--- config.mk ---
export PLATFORM = sky130hd
export DESIGN_NAME = mips_hazard_ctrl
export DESIGN_NICKNAME = d
export VERILOG_FILES = /design/src/rtl/mips_pipe_pkg.sv /design/src/rtl/mips_md_busy_tracker.sv /design/src/rtl/mips_hazard_ctrl.sv
export SDC_FILE = /design/constraint.sdc
export NUM_CORES = 1
export LEC_CHECK = 0
export ABC_AREA = 1
export CAP_MARGIN = 25
export CORE_AREA = 2 2 61 52
export CTS_BUF_LIST = sky130_fd_sc_hd__clkbuf_4
export CTS_CLUSTER_SIZE = 28
export DETAILED_ROUTE_END_ITERATION = 12
export DIE_AREA = 0 0 63 54
export PLACE_DENSITY = 0.78
export SETUP_SLACK_MARGIN = 0.02
export SYNTH_ARGS = -nofsm -noshare
export SYNTH_HDL_FRONTEND = slang
export SYNTH_SLANG_ARGS = --single-unit
--- constraint.sdc ---
create_clock -name clk -period 2.3 [get_ports clk]
set_input_delay 0.69 -clock clk [delete_from_list [all_inputs] [get_ports clk]]
set_output_delay 0.69 -clock clk [all_outputs]
set_load 0.01 [all_outputs]
--- src/rtl/mips_pipe_pkg.sv ---
// Shared pipeline definitions: register constants, destination-tag struct,
// mul/div tracker state encoding and a tag builder that masks writes to $0.
package mips_pipe_pkg;

    localparam logic [4:0] REG_ZERO = 5'd0;
    localparam logic [4:0] REG_RA   = 5'd31;

    typedef struct packed {
        logic       wr_en;
        logic [4:0] wr_addr;
        logic       is_load;
    } dest_tag_t;

    typedef enum logic {
        MD_IDLE = 1'b0,
        MD_BUSY = 1'b1
    } md_state_t;

    localparam dest_tag_t NOP_TAG = '{wr_en: 1'b0, wr_addr: REG_ZERO, is_load: 1'b0};

    // $0 is hard-wired, so a write to it never becomes a live tag
    function automatic dest_tag_t make_tag(input logic wr_en, input logic [4:0] wr_addr,
                                           input logic is_load);
        dest_tag_t t;
        t.wr_en   = wr_en && (wr_addr != REG_ZERO);
        t.wr_addr = wr_addr;
        t.is_load = is_load;
        return t;
    endfunction

endpackage

--- src/rtl/mips_md_busy_tracker.sv ---
// Occupancy tracker for the multi-cycle multiply/divide unit: IDLE/BUSY FSM
// with a down-counter loaded from the per-operation latency.
module mips_md_busy_tracker
    import mips_pipe_pkg::*;
#(
    parameter int unsigned MULT_LAT = 4,
    parameter int unsigned DIV_LAT  = 12
) (
    input  logic clk,
    input  logic rst_n,
    input  logic start_mult,
    input  logic start_div,
    output logic busy
);

    localparam logic [3:0] MULT_INIT = 4'(MULT_LAT - 1);
    localparam logic [3:0] DIV_INIT  = 4'(DIV_LAT - 1);

    md_state_t  state;
    logic [3:0] cnt;

    // BUSY lasts LAT-1 cycles: leave on the cycle the counter steps down to 0
    always_ff @(posedge clk) begin
        if (!rst_n) begin
            state <= MD_IDLE;
            cnt   <= '0;
            busy  <= 1'b0;
        end else begin
            case (state)
                MD_IDLE: begin
                    if (start_mult || start_div) begin
                        state <= MD_BUSY;
                        busy  <= 1'b1;
                        cnt   <= start_mult ? MULT_INIT : DIV_INIT;
                    end
                end
                MD_BUSY: begin
                    cnt <= cnt - 4'd1;
                    if (cnt == 4'd1) begin
                        state <= MD_IDLE;
                        busy  <= 1'b0;
                    end
                end
                default: begin
                    state <= MD_IDLE;
                    busy  <= 1'b0;
                end
            endcase
        end
    end

endmodule

--- src/rtl/mips_hazard_ctrl.sv ---
// ID-stage hazard control: EX/MEM/WB destination-tag pipeline plus load-use and
// HI/LO interlocks. Define HAZ_PERF_CNT_EN to add saturating stall/flush counters.
module mips_hazard_ctrl
    import mips_pipe_pkg::*;
#(
    parameter int unsigned MULT_LAT = 4,
    parameter int unsigned DIV_LAT  = 12
`ifdef HAZ_PERF_CNT_EN
   ,parameter int unsigned CNT_W    = 32
`endif
) (
    input  logic       clk,
    input  logic       rst_n,
    input  logic       id_valid,
    input  logic [4:0] id_rs,
    input  logic [4:0] id_rt,
    input  logic       id_uses_rs,
    input  logic       id_uses_rt,
    input  logic       id_wr_en,
    input  logic [4:0] id_wr_addr,
    input  logic       id_is_load,
    input  logic       id_is_mult,
    input  logic       id_is_div,
    input  logic       id_uses_hilo,
    input  logic       flush,
    output logic       stall,
    output logic       bubble,
    output logic       ex_wr_en,
    output logic [4:0] ex_wr_addr,
    output logic       mem_wr_en,
    output logic [4:0] mem_wr_addr,
    output logic       wb_wr_en,
    output logic [4:0] wb_wr_addr,
    output logic       ex_is_load,
    output logic       md_busy
`ifdef HAZ_PERF_CNT_EN
   ,output logic [CNT_W-1:0] perf_lu_stalls,
    output logic [CNT_W-1:0] perf_md_stalls,
    output logic [CNT_W-1:0] perf_flushes
`endif
);

    dest_tag_t ex_tag, mem_tag, wb_tag;
    logic      lu_hazard, md_hazard, issue;

    assign lu_hazard = ex_tag.is_load && ex_tag.wr_en && id_valid &&
                       ((id_uses_rs && (id_rs == ex_tag.wr_addr)) ||
                        (id_uses_rt && (id_rt == ex_tag.wr_addr)));
    assign md_hazard = md_busy && id_valid && (id_uses_hilo || id_is_mult || id_is_div);

    // flush overrides both interlocks; a squashed instruction never issues
    assign stall  = (lu_hazard || md_hazard) && !flush;
    assign bubble = stall;
    assign issue  = id_valid && !stall && !flush;

    always_ff @(posedge clk) begin
        if (!rst_n) begin
            ex_tag  <= NOP_TAG;
            mem_tag <= NOP_TAG;
            wb_tag  <= NOP_TAG;
        end else begin
            ex_tag  <= issue ? make_tag(id_wr_en, id_wr_addr, id_is_load) : NOP_TAG;
            mem_tag <= ex_tag;
            wb_tag  <= mem_tag;
        end
    end

    assign ex_wr_en    = ex_tag.wr_en;
    assign ex_wr_addr  = ex_tag.wr_addr;
    assign ex_is_load  = ex_tag.is_load;
    assign mem_wr_en   = mem_tag.wr_en;
    assign mem_wr_addr = mem_tag.wr_addr;
    assign wb_wr_en    = wb_tag.wr_en;
    assign wb_wr_addr  = wb_tag.wr_addr;

    mips_md_busy_tracker #(
        .MULT_LAT (MULT_LAT),
        .DIV_LAT  (DIV_LAT)
    ) u_md_tracker (
        .clk        (clk),
        .rst_n      (rst_n),
        .start_mult (issue && id_is_mult),
        .start_div  (issue && id_is_div && !id_is_mult),
        .busy       (md_busy)
    );

`ifdef HAZ_PERF_CNT_EN
    always_ff @(posedge clk) begin
        if (!rst_n) begin
            perf_lu_stalls <= '0;
            perf_md_stalls <= '0;
            perf_flushes   <= '0;
        end else begin
            if (lu_hazard && !flush && (perf_lu_stalls != '1))
                perf_lu_stalls <= perf_lu_stalls + 1'b1;
            if (md_hazard && !flush && (perf_md_stalls != '1))
                perf_md_stalls <= perf_md_stalls + 1'b1;
            if (flush && (perf_flushes != '1))
                perf_flushes <= perf_flushes + 1'b1;
        end
    end
`endif

endmodule

Word level (Yosys, flattened, before mapping)
Index checks and enable logic that the tools add are counted.

Bits in registers: 25. Bits of input ports: 26. Output and inout bits: 22. Logic and storage cells: 51.

Add/sub/neg operators: 1. Eq/ne operators: 5. Mux-type cells: 9. Bitwise operators: 1. Reduce and logical (&&, ||, !) cells: 25.

Operators with widths (number): logical AND 1 bit (14); equality test 5 bit (2); 2-to-1 mux 4 bit (2); case mux 4 bit (2 select lines) (1); logical OR 1 bit (5); nonzero test 5 bit (1); equality test 4 x 1 -> 1 bit (second input constant) (1); 2-to-1 mux 1 bit (4); case mux 1 bit (2 select lines) (2); AND reduction 2 bit (2); subtractor 4 x 1 -> 4 bit (second input constant) (1); zero test 1 bit (3); != test 2 x 1 -> 1 bit (second input constant) (1); != test 2 bit (second input constant) (1); NOT 1 bit (1).

Logic depth before layout (Yosys ltp)
Gate-level depths: netlist (run 1).

Depth in word-level cells: 14. Gate-level depth with buffers: 11. Depth with buffers taken out: 11.

Modules after synthesis
A second synthesis (run 1) with hierarchy kept.

Cells, all modules: 166. Area, all modules: 1138.6 um2.

Modules (own cells, without submodules): mips_hazard_ctrl (times used 1, cells an instance 126, area an instance 828.3 um2, seq. area each 380.4 um2); mips_md_busy_tracker (times used 1, cells an instance 40, area an instance 310.3 um2, seq. area each 120.1 um2).

Worst setup path after synthesis (run 1)
Ideal clock, no wire load.

Path kind: in2out. Start: input id_rs[0]. End: output stall. Arrival time: 1.554 ns. Required time: 1.610 ns. Setup slack: 0.056 ns. Stages: 9. Path buffers: 1. Cells stage by stage: inv_1 -> nand2_1 -> nand2_1 -> nor2_1 -> nand3_1 -> nand2_1 -> nand2_2 -> a21oi_1 -> buf_4.

Word-level cells in the longest chain between the ends: 6.

RTL lines: start, declared (line mips_hazard_ctrl.sv:15) `input logic [4:0] id_rs,`; equality test 5 bit (line mips_hazard_ctrl.sv:47) `((id_uses_rs && (id_rs == ex_tag.wr_addr)) ||`; logical AND 1 bit (line mips_hazard_ctrl.sv:47); logical OR 1 bit (line mips_hazard_ctrl.sv:47); logical AND 1 bit (line mips_hazard_ctrl.sv:46) `assign lu_hazard = ex_tag.is_load && ex_tag.wr_en && id_valid &&`; logical OR 1 bit (line mips_hazard_ctrl.sv:52) `assign stall = (lu_hazard || md_hazard) && !flush;`; logical AND 1 bit (line mips_hazard_ctrl.sv:52); end, declared (line mips_hazard_ctrl.sv:26) `output logic stall,`.

Every way passes these cells.

Worst setup path in the final report (run 1)
Start: input id_rt[4]. End: output bubble.

Word-level cells in the longest chain between the ends: 6.

RTL lines: start, declared (line mips_hazard_ctrl.sv:16) `input logic [4:0] id_rt,`; equality test 5 bit (line mips_hazard_ctrl.sv:48) `(id_uses_rt && (id_rt == ex_tag.wr_addr)));`; logical AND 1 bit (line mips_hazard_ctrl.sv:48); logical OR 1 bit (line mips_hazard_ctrl.sv:47); logical AND 1 bit (line mips_hazard_ctrl.sv:46); logical OR 1 bit (line mips_hazard_ctrl.sv:52); logical AND 1 bit (line mips_hazard_ctrl.sv:52); end, declared (line mips_hazard_ctrl.sv:27) `output logic bubble,`.

Every way passes these cells.

==> results of run 1 <==
## final timing paths
kind | start | endpoint | slack, ps | cells past startpoint
setup / recovery | id_rt[4] | bubble | 30 | 9
hold / removal | mem_wr_addr[2]$_SDFF_PN0_ | wb_wr_addr[2]$_SDFF_PN0_ | 440 | 2
setup reg to reg | ex_wr_addr[4]$_SDFF_PN0_ | u_md_tracker.cnt[3]$_SDFFE_PN0P_ | 150 | 18
hold reg to reg | mem_wr_addr[2]$_SDFF_PN0_ | wb_wr_addr[2]$_SDFF_PN0_ | 440 | 2
## area by class of cell
cell class	count	area [sq um]	area share
Clock buffer	3	22.5	0.0126
Multi-Input combinational cell	98	484	0.270
Tap cell	40	50.0	0.0280
Inverter	41	154	0.0860
Sequential cell	25	514	0.287
Timing Repair Buffer	61	558	0.312
Clock inverter	1	7.51	0.00419
## worst max-delay path, delay by kind of cell
kind / cells / cell delay [ps]
AOI/OAI and AO/OA: 1 / 150
buffers and inverters: 2 / 250
and+or+nand+nor: 6 / 480
## report_power, final
| group | switching (mW) | internal, mW |
|---|---|---|
| logic | 0.0715 | 0.0842 |
| clock network | 0.132 | 0.0665 |
| registers | 0.0145 | 0.447 |
## logic make-up after synthesis
| group | count (synthesis) | share of synthesized area |
|---|---|---|
| buf+inv | 45 | 0.154 |
| simple gates | 87 | 0.330 |
| xor+xnor | 1 | 0.00765 |
| flops | 25 | 0.437 |
| fa+ha+maj | 2 | 0.0219 |
| compound gates | 8 | 0.0492 |
## cell usage in the layout (no fill, tap or decap), drive strengths merged
cell            n
inv            41
nand3           8
xor2            1
nand2          51
clkbuf          4
o21ai           2
nand4           4
ha              2
buf            26
o211ai          1
dfxtp          25
clkdlybuf4s50  29
a21oi           5
clkinvlp        1
dlygate4sd2     2
clkdlybuf4s15   3
nor2           23
or2             1
## through the flow
stage / worst slack [ps] / TNS (ps) / utilization
after CTS: 21.5 / 0 / 0.606
after global routing: -43.7 / -80.8 / 0.626
after detailed placement: -813 / -1610 / 0.595
after global placement: -767 / -1530 / 0.595
after floorplan: 56.3 / 0 / -
final: 30.8 / 0 / 0.626
## state kept, by name, summed over array words and instances (netlist names)
register and flops:
mem_wr_en 1, ex_wr_addr 5, u_md_tracker.busy 1, wb_wr_addr 5, mem_wr_addr 5, ex_wr_en 1, u_md_tracker.state 1, u_md_tracker.cnt 4
ex_is_load 1, wb_wr_en 1
## what timing repair did
item | in CTS | in global routing
endpoints found under the setup margin | 2 | 13
resized for setup | 62 | 28
buffers inserted | 6 | 0
hold buffers | 0 | 0
cloned | 0 | 0
pin swaps | 26 | 19
## metal layers
layer | GRT usage | vias up | share of wire
met2 | 0.337 | 26 | 0.49
met4 | 0.0593 | 0 | 0.022
li1 | - | 607 | -
met1 | 0.186 | 500 | 0.45
met5 | 0 | - | 0
met3 | 0.0460 | 6 | 0.038
==> flow_metrics.py, run 1 <==
metrics = {
    "sta": {
        "fin_crit_ps": 2270,
        "worstMarginPinSlew_ps": 316,
        "slew_viol_final": 0,
        "fin_skew_ps": 10.9,
        "holdWs_ps": 439,
        "relSlewSlack": 0.788,
        "fmax_ghz": 0.441,
        "post-route-period-util": 0.987,
        "setup_viol": 0,
        "rsz0062_at_grt": "yes",
        "hold_viol_final": 0,
    },
    "synthesis": {
        "yosysMostFrequentCell": "nand2_1",
        "synth_edf_count": 0,
        "yosysUniqueCellTypes": 18,
        "avgSynthCellArea_sq_um": 6.81,
        "ys_ff_latch": 25,
        "synthesis.nets": 196,
        "synth_area_leader_cell": "dfxtp_1",
        "synth_top_area_share": 0.437,
        "synthTopCellsByArea": "dfxtp_1, nand2_1, inv_1, nor2_1, nand3_1",
        "seq_area_frac_synth": 0.437,
        "synth-async-reset-ratio": 0,
        "syn_area_sq_mm": 0.00114,
        "synthFlopType": "dfxtp_1",
        "netlist_instances": 168,
        "ys.warnings.count": 0,
        "synthTopCellsByCount": "nand2_1, inv_1, dfxtp_1, nor2_1, nand3_1",
    },
    "global_route": {
        "grt_antenna_before_repair": 0,
        "grt_max_degree": 16,
        "grt_first_pass_wirelength_mm": 4.47,
        "grt_usage": 0.173,
        "grt_pass1_vias": 1089,
        "overflow": 0,
    },
    "clock_tree": {
        "cts.htree.levels": 1,
        "clock_latency_ps": 320,
        "cts_made_buffers": 3,
        "clkSinkCount": 25,
        "clockBufferDepth": 2,
        "cts_tree": "yes",
        "path_clk_slew_ps": 140,
        "cts-root-buf": "clkbuf_4",
    },
    "critical_path": {
        "critPathSlowestCell": "buf_2",
        "worstPathCellList": "buf_6 -> nand2_1 -> nand2_1 -> nor2_1 -> nand3_1 -> nand2_2 -> nand2_2 -> a21oi_2 -> buf_2",
        "crit_type": "input port to output pin",
        "cp.arrival_ps": 1580,
        "slowest_delay_ps": 160,
        "critPathLaunchType": "input port",
        "cp-end-kind": "output pin",
        "critPathMaxFanout": 2,
        "worstPathRequired_ps": 1610,
    },
    "finish": {
        "diodes": 0,
        "fin_nets": 258,
        "synthToLayoutAreaGrowth_pct": 56.4,
        "nFillCells": 261,
        "instances_no_fill": 269,
        "drive_above_1_share": 0.253,
        "finalInstanceArea_sq_mm": 0.00179,
    },
    "power": {
        "totalPowerFinal_mw": 0.815,
        "p_leak_nw": 0.950,
        "powerDensity_mw_per_mm2": 455,
        "ir_drop_uv": 351,
    },
    "placement": {
        "dpl_cell_area_sq_mm": 0.00170,
        "portBuffers": 47,
        "dp_hpwl_mm": 2.05,
        "gp_congestion": 0.846,
        "place_inst": 259,
    },
    "hold_path": {
        "hold_path.class": "register to register",
    },
    "floorplan": {
        "dieWidth_um": 63,
        "io_pins": 48,
        "num_rows": 18,
        "dieArea_sq_mm": 0.00340,
        "initial_core_util": 0.400,
        "die_y_um": 54,
        "core_area_sq_mm": 0.00286,
    },
    "detailed_routing": {
        "drtPass1Iterations": 4,
        "drc": 0,
        "ant_nets": 0,
        "wl_per_cell_um": 9.89,
        "vias": 1139,
        "wirelength_mm": 2.66,
        "avgViaCountPerCell": 4.23,
        "drt_iter0_drc": 26,
    },
    "status": {
        "outcome": "complete, no violations",
    },
    "job": {
        "cap_violations": 0,
    },
}
(Power assumes the default switching activity.)
==> run 2, diff against run 1 <==
CAP_MARGIN = default   (was 25)
==> results of run 2 <==
The final DEF is identical to that of run 1; final timing and power are the same.
==> run 3, diff against run 2 <==
SETUP_SLACK_MARGIN = default   (was 0.02)
==> flow_metrics.py, run 3 (synthesized netlist as in run 1, its figures left out) <==
metrics = {
    "status": {
        "outcome": "complete, no violations",
    },
    "finish": {
        "final_util": 0.625,
        "most-common-layout-cells": "nand2_1, inv_1, clkdlybuf4s50_1",
        "drive_above_1_share": 0.249,
        "synthToLayoutAreaGrowth_pct": 56.2,
        "finalInstanceArea_sq_mm": 0.00179,
        "mostFrequentLayoutCell": "nand2_1",
        "instances_no_fill": 269,
        "fin_nets": 258,
        "diodes": 0,
    },
    "detailed_routing": {
        "avgViaCountPerCell": 4.29,
        "wirelength_mm": 2.72,
        "drtPass1Iterations": 4,
        "drc": 0,
        "drt_iter0_drc": 14,
        "ant_nets": 0,
        "vias": 1153,
        "wl_per_cell_um": 10.1,
    },
    "power": {
        "powerDensity_mw_per_mm2": 456,
        "totalPowerFinal_mw": 0.815,
        "p_leak_nw": 0.955,
        "ir_drop_uv": 350,
    },
    "sta": {
        "worstMarginPinSlew_ps": 317,
        "tns_ps": 0,
        "relSlewSlack": 0.788,
        "rsz0062_at_grt": "yes",
        "fin_crit_ps": 2270,
        "setup_viol": 0,
        "fin_ws_ps": 34.6,
        "fmax_ghz": 0.441,
        "slew_viol_final": 0,
        "hold_viol_final": 0,
        "fin_skew_ps": 11.5,
        "post-route-period-util": 0.985,
        "holdWs_ps": 440,
    },
    "critical_path": {
        "worstPathRequired_ps": 1610,
        "worstPathCellList": "clkdlybuf4s15_1 -> or2_4 -> o211ai_4 -> a21oi_2 -> buf_2",
        "cp.arrival_ps": 1580,
        "slowest_delay_ps": 270,
        "cp-end-kind": "output pin",
        "cp_num_buf_inv": 2,
        "critPathLaunchType": "input port",
        "ff2ff_setup_slack_ps": 160,
        "critPathMaxFanout": 2,
        "crit_type": "input port to output pin",
        "cp_top_family": "buffers and inverters",
        "critPathSlowestCell": "or2_4",
    },
    "placement": {
        "gp_congestion": 0.846,
        "portBuffers": 47,
        "dp_hpwl_mm": 2.05,
        "dpl_cell_area_sq_mm": 0.00170,
        "pre_cts_slack_ps": -813,
        "place_inst": 259,
    },
    "global_route": {
        "grt_antenna_before_repair": 0,
        "overflow": 0,
        "grt_first_pass_wirelength_mm": 4.49,
        "grt_usage": 0.174,
        "grt_max_degree": 16,
        "grt_pass1_vias": 1078,
    },
    "floorplan": {
        "num_rows": 18,
        "dieArea_sq_mm": 0.00340,
        "initial_core_util": 0.400,
        "die_y_um": 54,
        "io_pins": 48,
        "core_area_sq_mm": 0.00286,
        "dieWidth_um": 63,
    },
    "clock_tree": {
        "clock_latency_ps": 320,
        "cts_tree": "yes",
        "clockBufferDepth": 2,
        "cts_made_buffers": 3,
        "path_clk_slew_ps": 140,
        "cts-root-buf": "clkbuf_4",
        "clkSinkCount": 25,
        "cts.htree.levels": 1,
    },
    "job": {
        "cap_violations": 0,
    },
    "hold_path": {
        "hold_path.class": "register to register",
    },
}
[run 3: changes by cell type in the layout (fill, tap and decap cells not counted), sizes merged]
cell / previous run / this run
dlymetal6s2s: 0 / 1
dlygate4sd2: 2 / 1
[run 3: routing by layer]
layer,routed length (um),GRT usage
met4,58,0.0593
met1,1210,0.188
met3,106,0.0460
met2,1350,0.339
met5,0,0
[run 3: tightest hold or removal path, stage by stage (launching register included)]
cell,delay (ps)
dfxtp_1,330
nand2_1,60
inv_1,30
[run 3: final timing paths]
check | from | end | depth (start not counted)
worst min register to register | mem_wr_addr[2]$_SDFF_PN0_ | wb_wr_addr[2]$_SDFF_PN0_ | 2
worst max-delay path | id_is_div | bubble | 5
worst max register to register | ex_wr_addr[4]$_SDFF_PN0_ | u_md_tracker.cnt[3]$_SDFFE_PN0P_ | 18
worst min-delay path | mem_wr_addr[2]$_SDFF_PN0_ | wb_wr_addr[2]$_SDFF_PN0_ | 2
[run 3: area by class of cell]
| class | count | area [sq um] |
|---|---|---|
| flip-flops and latches | 25 | 514 |
| clock buffers | 3 | 22.5 |
| clock inverters | 1 | 7.51 |
| repair buffers | 61 | 556 |
| fillers | 261 | 1070 |
| multi-input cells | 98 | 484 |
| inverters | 41 | 154 |
| well taps | 40 | 50.0 |
[run 3: power by group]
group	switching [mW]	total [mW]	internal (mW)
combinational	0.0722	0.156	0.0836
clock	0.131	0.198	0.0665
sequential	0.0146	0.461	0.447
total	0.218	0.815	0.597
[run 3: what timing repair did]
action                     CTS  global route
setup endpoints to repair    2            11
hold buffers                 0             0
pin swaps                   26            22
gates resized for setup     58            30
setup buffers                6             0
